File: src/rtl/cpu_control.sv
`default_nettype none
// ------------------------------------------------------------------
// cpu_control: multi-cycle FETCH/DECODE/MEM/EXEC sequencer for the
// accumulator CPU, driving the ALU and consuming its results.
// Rev 1.0
// ------------------------------------------------------------------
module cpu_control #(
  parameter int ADDR_W = 8,
  parameter int DATA_W = 32
) (
  input  logic              clk,
  input  logic              reset_n,
  output logic [ADDR_W-1:0] pc,
  input  logic [15:0]       instr,
  output logic [ADDR_W-1:0] mem_addr,
  input  logic [DATA_W-1:0] mem_rdata,
  output logic [DATA_W-1:0] mem_wdata,
  output logic              mem_we,
  output logic [2:0]        alu_opcode,
  output logic [DATA_W-1:0] alu_A,
  output logic [DATA_W-1:0] alu_B,
  input  logic [DATA_W-1:0] alu_out,
  input  logic              alu_zero,
  input  logic              alu_neg,
  output logic [DATA_W-1:0] acc,
  output logic              halted
);

  localparam logic [2:0] S_FETCH  = 3'd0;
  localparam logic [2:0] S_DECODE = 3'd1;
  localparam logic [2:0] S_MEM    = 3'd2;
  localparam logic [2:0] S_EXEC   = 3'd3;
  localparam logic [2:0] S_HALT   = 3'd4;

  localparam logic [3:0] OP_LOAD  = 4'h1;
  localparam logic [3:0] OP_STORE = 4'h2;
  localparam logic [3:0] OP_ADD   = 4'h3;
  localparam logic [3:0] OP_SUB   = 4'h4;
  localparam logic [3:0] OP_NEG   = 4'h5;
  localparam logic [3:0] OP_INC   = 4'h6;
  localparam logic [3:0] OP_JMP   = 4'h7;
  localparam logic [3:0] OP_JZ    = 4'h8;
  localparam logic [3:0] OP_JN    = 4'h9;
  localparam logic [3:0] OP_HALT  = 4'hF;

  logic [2:0]        state;
  logic [2:0]        state_nxt;
  logic [3:0]        ir_op;
  logic [ADDR_W-1:0] ir_addr;
  logic              z;
  logic              n;
  logic [3:0]        op_d;
  logic              branch_taken;

  // Decode works on the live instruction word, not on ir.
  assign op_d         = instr[15:12];
  assign branch_taken = (op_d == OP_JMP) || ((op_d == OP_JZ) && z) || ((op_d == OP_JN) && n);
  assign mem_wdata    = acc;

  if (ADDR_W < 12) begin : g_unused_instr
    logic unused_instr_bits;
    assign unused_instr_bits = ^instr[11:ADDR_W];
  end

  always_ff @(posedge clk) begin
    if (!reset_n) begin
      state   <= S_FETCH;
      pc      <= '0;
      acc     <= '0;
      z       <= 1'b1;
      n       <= 1'b0;
      halted  <= 1'b0;
      ir_op   <= '0;
      ir_addr <= '0;
    end else begin
      state <= state_nxt;
      if (state == S_DECODE) begin
        ir_op   <= op_d;
        ir_addr <= instr[ADDR_W-1:0];
        if (op_d != OP_HALT) begin
          pc <= branch_taken ? instr[ADDR_W-1:0] : pc + 1'b1;
        end
      end
      if (state == S_EXEC) begin
        acc <= alu_out;
        z   <= alu_zero;
        n   <= alu_neg;
      end
      if (state_nxt == S_HALT) begin
        halted <= 1'b1;
      end
    end
  end

  always_comb begin
    state_nxt = state;
    case (state)
      S_FETCH:  state_nxt = S_DECODE;
      S_DECODE: begin
        case (op_d)
          OP_HALT:                          state_nxt = S_HALT;
          OP_LOAD, OP_STORE, OP_ADD, OP_SUB: state_nxt = S_MEM;
          OP_NEG, OP_INC:                   state_nxt = S_EXEC;
          default:                          state_nxt = S_FETCH;
        endcase
      end
      S_MEM:    state_nxt = (ir_op == OP_STORE) ? S_FETCH : S_EXEC;
      S_EXEC:   state_nxt = S_FETCH;
      S_HALT:   state_nxt = S_HALT;
      default:  state_nxt = S_FETCH;
    endcase
  end

  always_comb begin
    mem_addr   = (state == S_DECODE) ? instr[ADDR_W-1:0] : ir_addr;
    mem_we     = reset_n && (state == S_MEM) && (ir_op == OP_STORE);
    alu_opcode = 3'b100;
    alu_A      = acc;
    alu_B      = acc;
    if (state == S_EXEC) begin
      case (ir_op)
        OP_LOAD: alu_A = mem_rdata;
        OP_ADD: begin
          alu_opcode = 3'b000;
          alu_A      = mem_rdata;
        end
        OP_SUB: begin
          alu_opcode = 3'b011;
          alu_A      = mem_rdata;
        end
        OP_NEG:  alu_opcode = 3'b010;
        OP_INC:  alu_opcode = 3'b001;
        default: alu_opcode = 3'b100;
      endcase
    end
  end

endmodule
`default_nettype wire

File: config.mk
export PLATFORM = sky130hd
export DESIGN_NAME = cpu_control
export DESIGN_NICKNAME = d
export VERILOG_FILES = /design/src/rtl/cpu_control.sv
export SDC_FILE = /design/constraint.sdc
export NUM_CORES = 1
export LEC_CHECK = 0
export ABC_CLOCK_PERIOD_IN_PS = 2100
export BUFFER_PORTS_ARGS = -buffer_cell sky130_fd_sc_hd__buf_4
export CORE_ASPECT_RATIO = 0.9
export CORE_UTILIZATION = 44
export CTS_BUF_LIST = sky130_fd_sc_hd__clkbuf_2 sky130_fd_sc_hd__clkbuf_4 sky130_fd_sc_hd__clkbuf_8
export CTS_CLUSTER_SIZE = 10
export DETAILED_ROUTE_END_ITERATION = 8
export MAX_ROUTING_LAYER = met4
export PLACE_DENSITY = 0.84
export SETUP_SLACK_MARGIN = 0.05
export SLEW_MARGIN = 20
export SYNTH_ARGS = -nofsm -noshare
export SYNTH_HDL_FRONTEND = slang
export SYNTH_SLANG_ARGS = --single-unit
File: constraint.sdc
create_clock -name clk -period 2.1 [get_ports clk]
set_clock_uncertainty 0.15 [all_clocks]
set_input_delay 0.105 -clock clk [delete_from_list [all_inputs] [get_ports clk]]
set_output_delay 0.105 -clock clk [all_outputs]
set_load 0.1 [all_outputs]
==> qor.yml, run 1 <==
run_status:
  status: "finished with violations"
  violations: "negative setup slack"
critical_path:
  rr_worst_depth: 8
  cp_max_fo: 16
  worstPathRequired_ps: 1850
  worstReg2RegStart: "state[1]"
  end_kind: "primary output"
  worstSetupStartpointType: "register"
  regToRegEndpoint: "acc[17]"
  critical_path_arrival_ps: 2060
  crit_type: "reg2out"
  r2r_setup_slack_ps: 130
pwr:
  p_seq_share_pct: 35.3
  p_sw_share_pct: 37.72
  combPwrFrac_pct: 35.7
  p_int_w: 0.002117
  pwr-share-clk_pct: 29.0
  power_density_nw_per_um2: 553.6
  total_power_w: 0.003400
  p_leak_nw: 2.874
  power_switching_w: 0.001282
  vdd_ir_drop_max_mv: 0.4444
timing:
  finalMaxSlewViolations: 0
  tightest_slew_ps: 413.2
  final.setup.tns_ps: -6310
  fmax_ghz: 0.4324
  relSlewSlack_pct: 72.46
  hold_ws_ps: 319.0
  grt_setup_unrepaired: "yes"
  period_share_pct: 110.1
  finalHoldViolations: 0
  period_needed_ps: 2313
  timing.final.ws_setup_ps: -212.7
  finalSetupViolations: 33
global_routing:
  met3_usage_pct: 7.456
  grtUsageTotal_pct: 28.24
  grt_start_max_net_pins: 37
  grt_busiest_layer: "met2"
  grt_pass1_wl_um: 17190
  overflow: 0
  met2_usage_pct: 51.32
  antenna_found_initial: 0
  grt_pass1_vias: 3365
  use_met1_pct: 29.44
cells_and_area:
  fin_util_pct: 80.59
  area_growth_pct: 74.85
  final_cell_mix: "198 x buf_4, 87 x nand2_1, 48 x dfxtp_1, 48 x dlygate4sd3_1, 35 x a21boi_0"
  fin_nets: 704
  final_common_cell: "buf_4"
  diodes: 0
  drive_above_1_share_pct: 51.76
place:
  gp_congestion: 0.8566
  place_ws_ps: 63.21
  place_hpwl_um: 7355
  numPortBuffers: 228
logic_synthesis:
  syn_nets: 484
  yosys-top-cells-area: "dfxtp_1 33%, buf_4 14%, mux2_4 13%"
  synth_area_per_cell_um2: 8.802
  synth_edf_count: 0
  yosysUniqueCellTypes: 39
  synthFlopType: "dfxtp_1"
  yosys.area.top_type: "dfxtp_1"
  async_flop_share_pct: 0
  synth_seq_cells: 58
  seq_area_frac_synth_pct: 33.06
  postSynthCellCount: 399
  yosysWarnings: 0
  yosys.area.top_type_share_pct: 33.06
  syn-cell-area_um2: 3512
detailed_routing:
  viasPerCell: 5.088
  wl_per_cell_um: 18.11
  wirelength_um: 13040
  drt_drc_violations_left: 0
  drt_iter0_drc: 125
  first_pass_iters: 4
  dr_total_vias: 3663
  detail-route-antenna-nets: 0
clock_tree:
  cts_made_buffers: 9
  cts_tree: "built"
  cts.path.max_buffers: 2
  cts.sinks: 58
  clkTransAtPathRegs_ps: 70
  clockRootBuffer: "clkbuf_8"
  clk_latency_ps: 340
  htreeDepth: 3
worst_hold_path:
  hold_path_end: "halted"
  min_path_cells: 1
  hp-class: "reg2reg"
  hold_start: "halted"
job:
  drv_cap: 0
die:
  rows: 30
  fp.dieArea_um2: 8344
  io_pins: 233
  die_x_um: 96.18
  initial_utilization_pct: 46.09
  die_y_um: 86.76
  core_um2: 7620
## worst max-delay path by stage
stage / from / end / slack (ps) / depth (start not counted)
4_1_cts: state[1] / alu_A[15] / -220 / 7
3_3_place_gp: state[1] / alu_opcode[0] / 90 / 5
3_5_place_dp: state[1] / alu_A[15] / 60 / 7
2_1_floorplan: state[1] / alu_opcode[0] / -340 / 5
5_1_grt: state[1] / alu_A[0] / -260 / 7
6_report: state[1] / alu_A[1] / -210 / 7
## state kept, by name (all words and copies together), names as in the netlist
name / flops
ir_addr: 8
pc: 8
n: 1
acc: 32
state: 3
ir_op: 4
halted: 1
z: 1
## kinds of logic after synthesis
kind of cell	synth area share [%]
buf+inv	17.03
fa+ha+maj	0.3562
compound gates	11.79
mux	17.46
flops	33.06
xor+xnor	0.4988
simple gates	19.81
## what timing repair did
item,4_1_cts,5_1_grt
hold endpoints to repair,52,0
pin swaps,1,1
endpoints found under the setup margin,43,43
gates cloned,1,1
resized for setup,55,62
hold buffers,48,0
setup buffers,8,2
## power groups by stage
stage          logic (W)  clock network [W]  registers [W]
2_1_floorplan   0.000629                  0        0.00138
3_3_place_gp     0.00103                  0        0.00122
3_5_place_dp     0.00104                  0        0.00122
4_1_cts          0.00116            0.00100        0.00120
5_1_grt          0.00126            0.00105        0.00121
6_report         0.00121           0.000987        0.00120
## synthesized netlist by cell type, drive strengths merged, types with 2 or more instances
library cell	number
a21boi	35
a21oi	8
a31oi	2
and2	14
and3	3
buf	69
clkbuf	16
dfxtp	58
inv	2
mux2	40
mux2i	5
nand2	88
nand2b	3
nand3	7
nand4	3
nor2	4
nor2b	4
nor3	4
nor3b	2
nor4	2
nor4b	2
o21a	4
o21ai	12
or3	4
## layer usage
layer	routed length [um]	vias up
li1	-	1716
met1	4844	1730
met2	7049	193
met3	875	24
met4	268	0
met5	0	-
## final cells by class
| cell class | instances | area, um2 |
|---|---|---|
| timing repair buffer | 294 | 2834 |
| multi-input combinational | 254 | 1808 |
| fill | 445 | 1479 |
| sequential | 58 | 1176 |
| clock buffer | 14 | 180.2 |
| tap | 96 | 120.1 |
| inverter | 2 | 12.51 |
| clock inverter | 2 | 10.01 |
## worst max-delay path: stages (launching register included)
cell and delay, ps:
dfxtp_2 360, inv_4 30, or3_4 400, nor2_4 120, nand2_4 80, clkbuf_16 220, mux2_4 330, buf_12 170
## stage by stage
stage | area [um2] | instances
2_1_floorplan | 3591 | 399
3_3_place_gp | 4888 | 646
3_5_place_dp | 4888 | 646
4_1_cts | 5858 | 719
5_1_grt | 6141 | 720
6_report | 6141 | 720
Power figures use the tool's default switching activity.
==> inputs of run 2 (changes only) <==
PLACE_DENSITY = 0.85   (was 0.84)
==> qor.yml, run 2 (same netlist as run 1, synthesis figures left out) <==
clock_tree:
  cts_made_buffers: 9
  cts.sinks: 58
  cts_tree: "built"
  clockRootBuffer: "clkbuf_8"
  htreeDepth: 3
  cts.path.max_buffers: 2
  clkTransAtPathRegs_ps: 60
  clk_latency_ps: 330
detailed_routing:
  viasPerCell: 5.187
  dr_total_vias: 3745
  first_pass_iters: 4
  drt_drc_violations_left: 0
  detail-route-antenna-nets: 0
  drt_iter0_drc: 80
  wl_per_cell_um: 18.78
  wirelength_um: 13560
global_routing:
  overflow: 0
  grt_pass1_wl_um: 19010
  grtUsageTotal_pct: 31.32
  antenna_found_initial: 0
  grt_pass1_vias: 3677
  grt_start_max_net_pins: 37
timing:
  grt_setup_unrepaired: "yes"
  finalHoldViolations: 0
  relSlewSlack_pct: 75.20
  period_needed_ps: 2314
  timing.final.ws_setup_ps: -214.1
  finalSetupViolations: 32
  period_share_pct: 110.2
  tightest_slew_ps: 372.0
  final.setup.tns_ps: -6175
  finalMaxSlewViolations: 0
  fmax_ghz: 0.4321
  hold_ws_ps: 37.80
critical_path:
  critical_path_arrival_ps: 2060
  worstPathRequired_ps: 1850
  cp_max_fo: 15
  crit_type: "reg2out"
  worstSetupStartpointType: "register"
  end_kind: "primary output"
cells_and_area:
  regMostFlops: "acc"
  final_cell_mix: "201 x buf_4, 87 x nand2_1, 48 x dfxtp_1"
  drive_above_1_share_pct: 52.08
  final_common_cell: "buf_4"
  top_regs: "acc: 32 flops, ir_addr: 8 flops, pc: 8 flops"
  fin_util_pct: 82.63
  layout.area.seq_um2: 1179
  area_growth_pct: 79.27
  diodes: 0
  fin_nets: 708
  multi_input_area_um2: 1844
  layoutNonFillerInstCount: 722
  largest_reg_flops: 32
  fillers: 416
pwr:
  p_seq_share_pct: 34.3
  p_sw_share_pct: 36.67
  power_switching_w: 0.001282
  p_leak_nw: 2.943
  p_int_w: 0.002214
  combPwrFrac_pct: 36.6
  power_density_nw_per_um2: 555.3
  vdd_ir_drop_max_mv: 0.4517
  pwr-share-clk_pct: 29.1
die:
  io_pins: 233
  die_x_um: 96.18
  fp.dieArea_um2: 8344
  die_y_um: 86.76
  initial_utilization_pct: 46.09
  rows: 30
  core_um2: 7620
place:
  gp_congestion: 0.8521
  dpl.cell_count: 650
  place_hpwl_um: 7576
  place_ws_ps: 71.38
  numPortBuffers: 228
run_status:
  status: "finished with violations"
  violations: "negative setup slack"
worst_hold_path:
  hp-class: "in2reg"
job:
  drv_cap: 0
[run 2: changes by cell type in the layout (fill, tap and decap cells not counted), sizes merged]
cell,previous run,this run
buf,244,249
bufinv,0,1
clkbuf,15,12
dlygate4sd3,48,47
[run 2: metrics by stage]
stage	cell area, um2	power (W)
5_1_grt	6296	0.003613
6_report	6296	0.003496
2_1_floorplan	3591	0.002005
3_3_place_gp	4918	0.002249
4_1_cts	6147	0.003433
3_5_place_dp	4918	0.002266
[run 2: timing repair]
item,4_1_cts,5_1_grt
cloned,2,1
resized for setup,110,32
setup buffers,7,4
hold buffers,47,0
endpoints found under the setup margin,43,41
pin swaps,3,2
endpoints found under the hold margin,49,0
[run 2: power by group through the flow]
stage,Combinational [W],Clock (W),Sequential (W)
floorplan,0.000629,0,0.00138
finish,0.00128,0.00102,0.00120
global route,0.00132,0.00109,0.00120
detailed placement,0.00105,0,0.00122
global placement,0.00103,0,0.00122
CTS,0.00119,0.00105,0.00120
[run 2: layout make-up]
type	instances	share of cell area, %
clock buffer	11	2.405
clock inverter	3	0.6359
inverter	2	0.1590
multi-input combinational	254	29.29
sequential	58	18.72
tap	96	1.908
timing repair buffer	298	46.88
[run 2: final timing paths]
check            from        end  slack, ps  depth (start not counted)
max          state[1]  alu_A[16]       -210                          7
min          instr[5]      pc[5]         40                          4
max reg2reg  state[1]      pc[5]        170                          7
min reg2reg    halted     halted        320                          1
[run 2: routing by layer]
layer	up-vias	wire length [um]	global-route usage, %
met5	-	0	-
li1	1720	-	-
met3	52	873	7.281
met2	189	7050	54.09
met1	1784	5028	32.40
met4	0	603	17.91
[run 2: worst max-delay path, cell delays in order (launching register included)]
cell and delay [ps]:
dfxtp_4 360, inv_4 30, or3_4 400, nor2_4 120, nand2_4 110, buf_16 200
mux2_4 330, buf_12 170
==> inputs of run 3 (changes only) <==
CELL_PAD_IN_SITES_DETAIL_PLACEMENT = 1   (was unset)
CELL_PAD_IN_SITES_GLOBAL_PLACEMENT = 1   (was unset)
CORE_UTILIZATION = 30   (was 44)
PLACE_DENSITY = 0.84   (was 0.85)
TNS_END_PERCENT = 20   (was unset)
==> qor.yml, run 3 (same netlist as run 1, synthesis figures left out) <==
cells_and_area:
  top_regs: "acc: 32 flops, ir_addr: 8 flops, pc: 8 flops"
  largest_reg_flops: 32
  regMostFlops: "acc"
  final_cell_mix: "200 x buf_4, 87 x nand2_1, 60 x dlygate4sd3_1"
  final_common_cell: "buf_4"
  postLayoutCellArea_um2: 6336
  area_growth_pct: 80.41
  drive_above_1_share_pct: 50.08
  fin_nets: 718
  diodes: 0
critical_path:
  end_kind: "primary output"
  critical-path-top-delay-family: "simple AND/OR/NAND/NOR gates"
  crit_type: "reg2out"
  crit_path_top_delay_cell: "or3_4"
  worstSetupStartpointType: "register"
  worst-path-buf-inv: 3
  cp_max_fo: 15
  worstPathRequired_ps: 1850
  cp_common_cell: "buf_12"
  critical_path_arrival_ps: 2030
  cp_slowest_stage_delay_ps: 400
  crit_path_cell_trace: "inv_2, or3_4, nor2_4, nand2_4, buf_12, mux2_4, buf_12"
run_status:
  violations: "negative setup slack"
  status: "finished with violations"
clock_tree:
  htreeDepth: 3
  cts_tree: "built"
  cts_made_buffers: 9
  clk_latency_ps: 340
  clkTransAtPathRegs_ps: 70
  cts.sinks: 58
  clockRootBuffer: "clkbuf_8"
  cts.path.max_buffers: 2
timing:
  timing.final.ws_setup_ps: -182.5
  relSlewSlack_pct: 75.69
  period_needed_ps: 2282
  finalHoldViolations: 0
  finalMaxSlewViolations: 0
  period_share_pct: 108.7
  grt_setup_unrepaired: "yes"
  fmax_ghz: 0.4381
  tightest_slew_ps: 364.7
  finalSetupViolations: 37
die:
  rows: 37
  io_pins: 233
  die_y_um: 104.6
  initial_utilization_pct: 30.71
  die_x_um: 116.1
  core_um2: 11430
  fp.dieArea_um2: 12140
global_routing:
  grt_pass1_vias: 4115
  grtUsageTotal_pct: 24.92
  antenna_found_initial: 0
  grt_pass1_wl_um: 22460
  grt_start_max_net_pins: 37
  overflow: 0
place:
  place_ws_ps: 3.288
  numPortBuffers: 228
  place_hpwl_um: 9235
  gp_congestion: 0.7683
  place_area_um2: 5059
detailed_routing:
  drt_drc_violations_left: 0
  detail-route-antenna-nets: 0
  wirelength_um: 14600
  first_pass_iters: 4
  dr_total_vias: 3711
  viasPerCell: 4.680
  wl_per_cell_um: 18.41
  drt_iter0_drc: 134
job:
  drv_cap: 0
pwr:
  vdd_ir_drop_max_mv: 0.3748
  power_density_nw_per_um2: 556.7
  p_leak_nw: 2.950
worst_hold_path:
  hp-class: "reg2reg"
==> run 3: cell count changes in the layout (fill, tap and decap cells not counted), sizes merged <==
cell / previous run / this run
buf: 249 / 248
bufbuf: 1 / 0
clkbuf: 12 / 13
clkinv: 2 / 1
dlygate4sd3: 47 / 60
==> run 3: per-stage QoR <==
stage	instances	hold WS, ps	power (W)	utilization (%)	TNS [ps]
4_1_cts	792	321.8	0.003546	55.30	-6962
5_1_grt	793	391.3	0.003662	55.41	-9100
3_5_place_dp	717	173.7	0.002291	44.24	0
2_1_floorplan	399	78.97	0.002001	-	-1041
6_report	793	352.9	0.003527	55.41	-5192
3_3_place_gp	717	171.2	0.002267	44.24	0
==> run 3: where the power goes <==
part / internal (W) / leakage, nW / switching, W
sequential: 0.00115 / 0.472 / 0.0000497
combinational: 0.000427 / 2.37 / 0.000801
clock: 0.000651 / 0.109 / 0.000453
==> run 3: cell type report <==
cell class                      instances  area (um2)
Clock inverter                          2       35.03
Sequential cell                        58        1169
Tap cell                              156       195.2
Timing Repair Buffer                  308        2940
Clock buffer                           13       172.7
Fill cell                            1300        5099
Multi-Input combinational cell        254        1817
Inverter                                2       7.507
==> run 3: what timing repair did <==
| action | 4_1_cts | 5_1_grt |
|---|---|---|
| pin swaps | 3 | 1 |
| endpoints found under the setup margin | 43 | 57 |
| hold endpoints to repair | 50 | 0 |
| gates resized for setup | 112 | 2 |
| setup buffers | 0 | 1 |
| gates cloned | 0 | 0 |
| hold buffers | 60 | 0 |
==> run 3: per-layer routing <==
| layer | routed length, um | global-route usage (%) |
|---|---|---|
| met2 | 7834 | 45.88 |
| met1 | 5576 | 25.43 |
| met5 | 0 | - |
| met3 | 792 | 4.930 |
| met4 | 400 | 10.07 |
==> run 3: tightest hold or removal path, stage by stage, from the launching register on <==
cell	delay, ps
dfxtp_1	330
nand2_1	50
nand3_1	80
==> run 3: final timing paths <==
kind              slack, ps  depth (start not counted)      from         to
setup / recovery       -180                          7  state[1]  alu_A[17]
hold / removal          350                          2         z          z
setup reg to reg        -60                          7  state[0]    acc[17]
hold reg to reg         350                          2         z          z
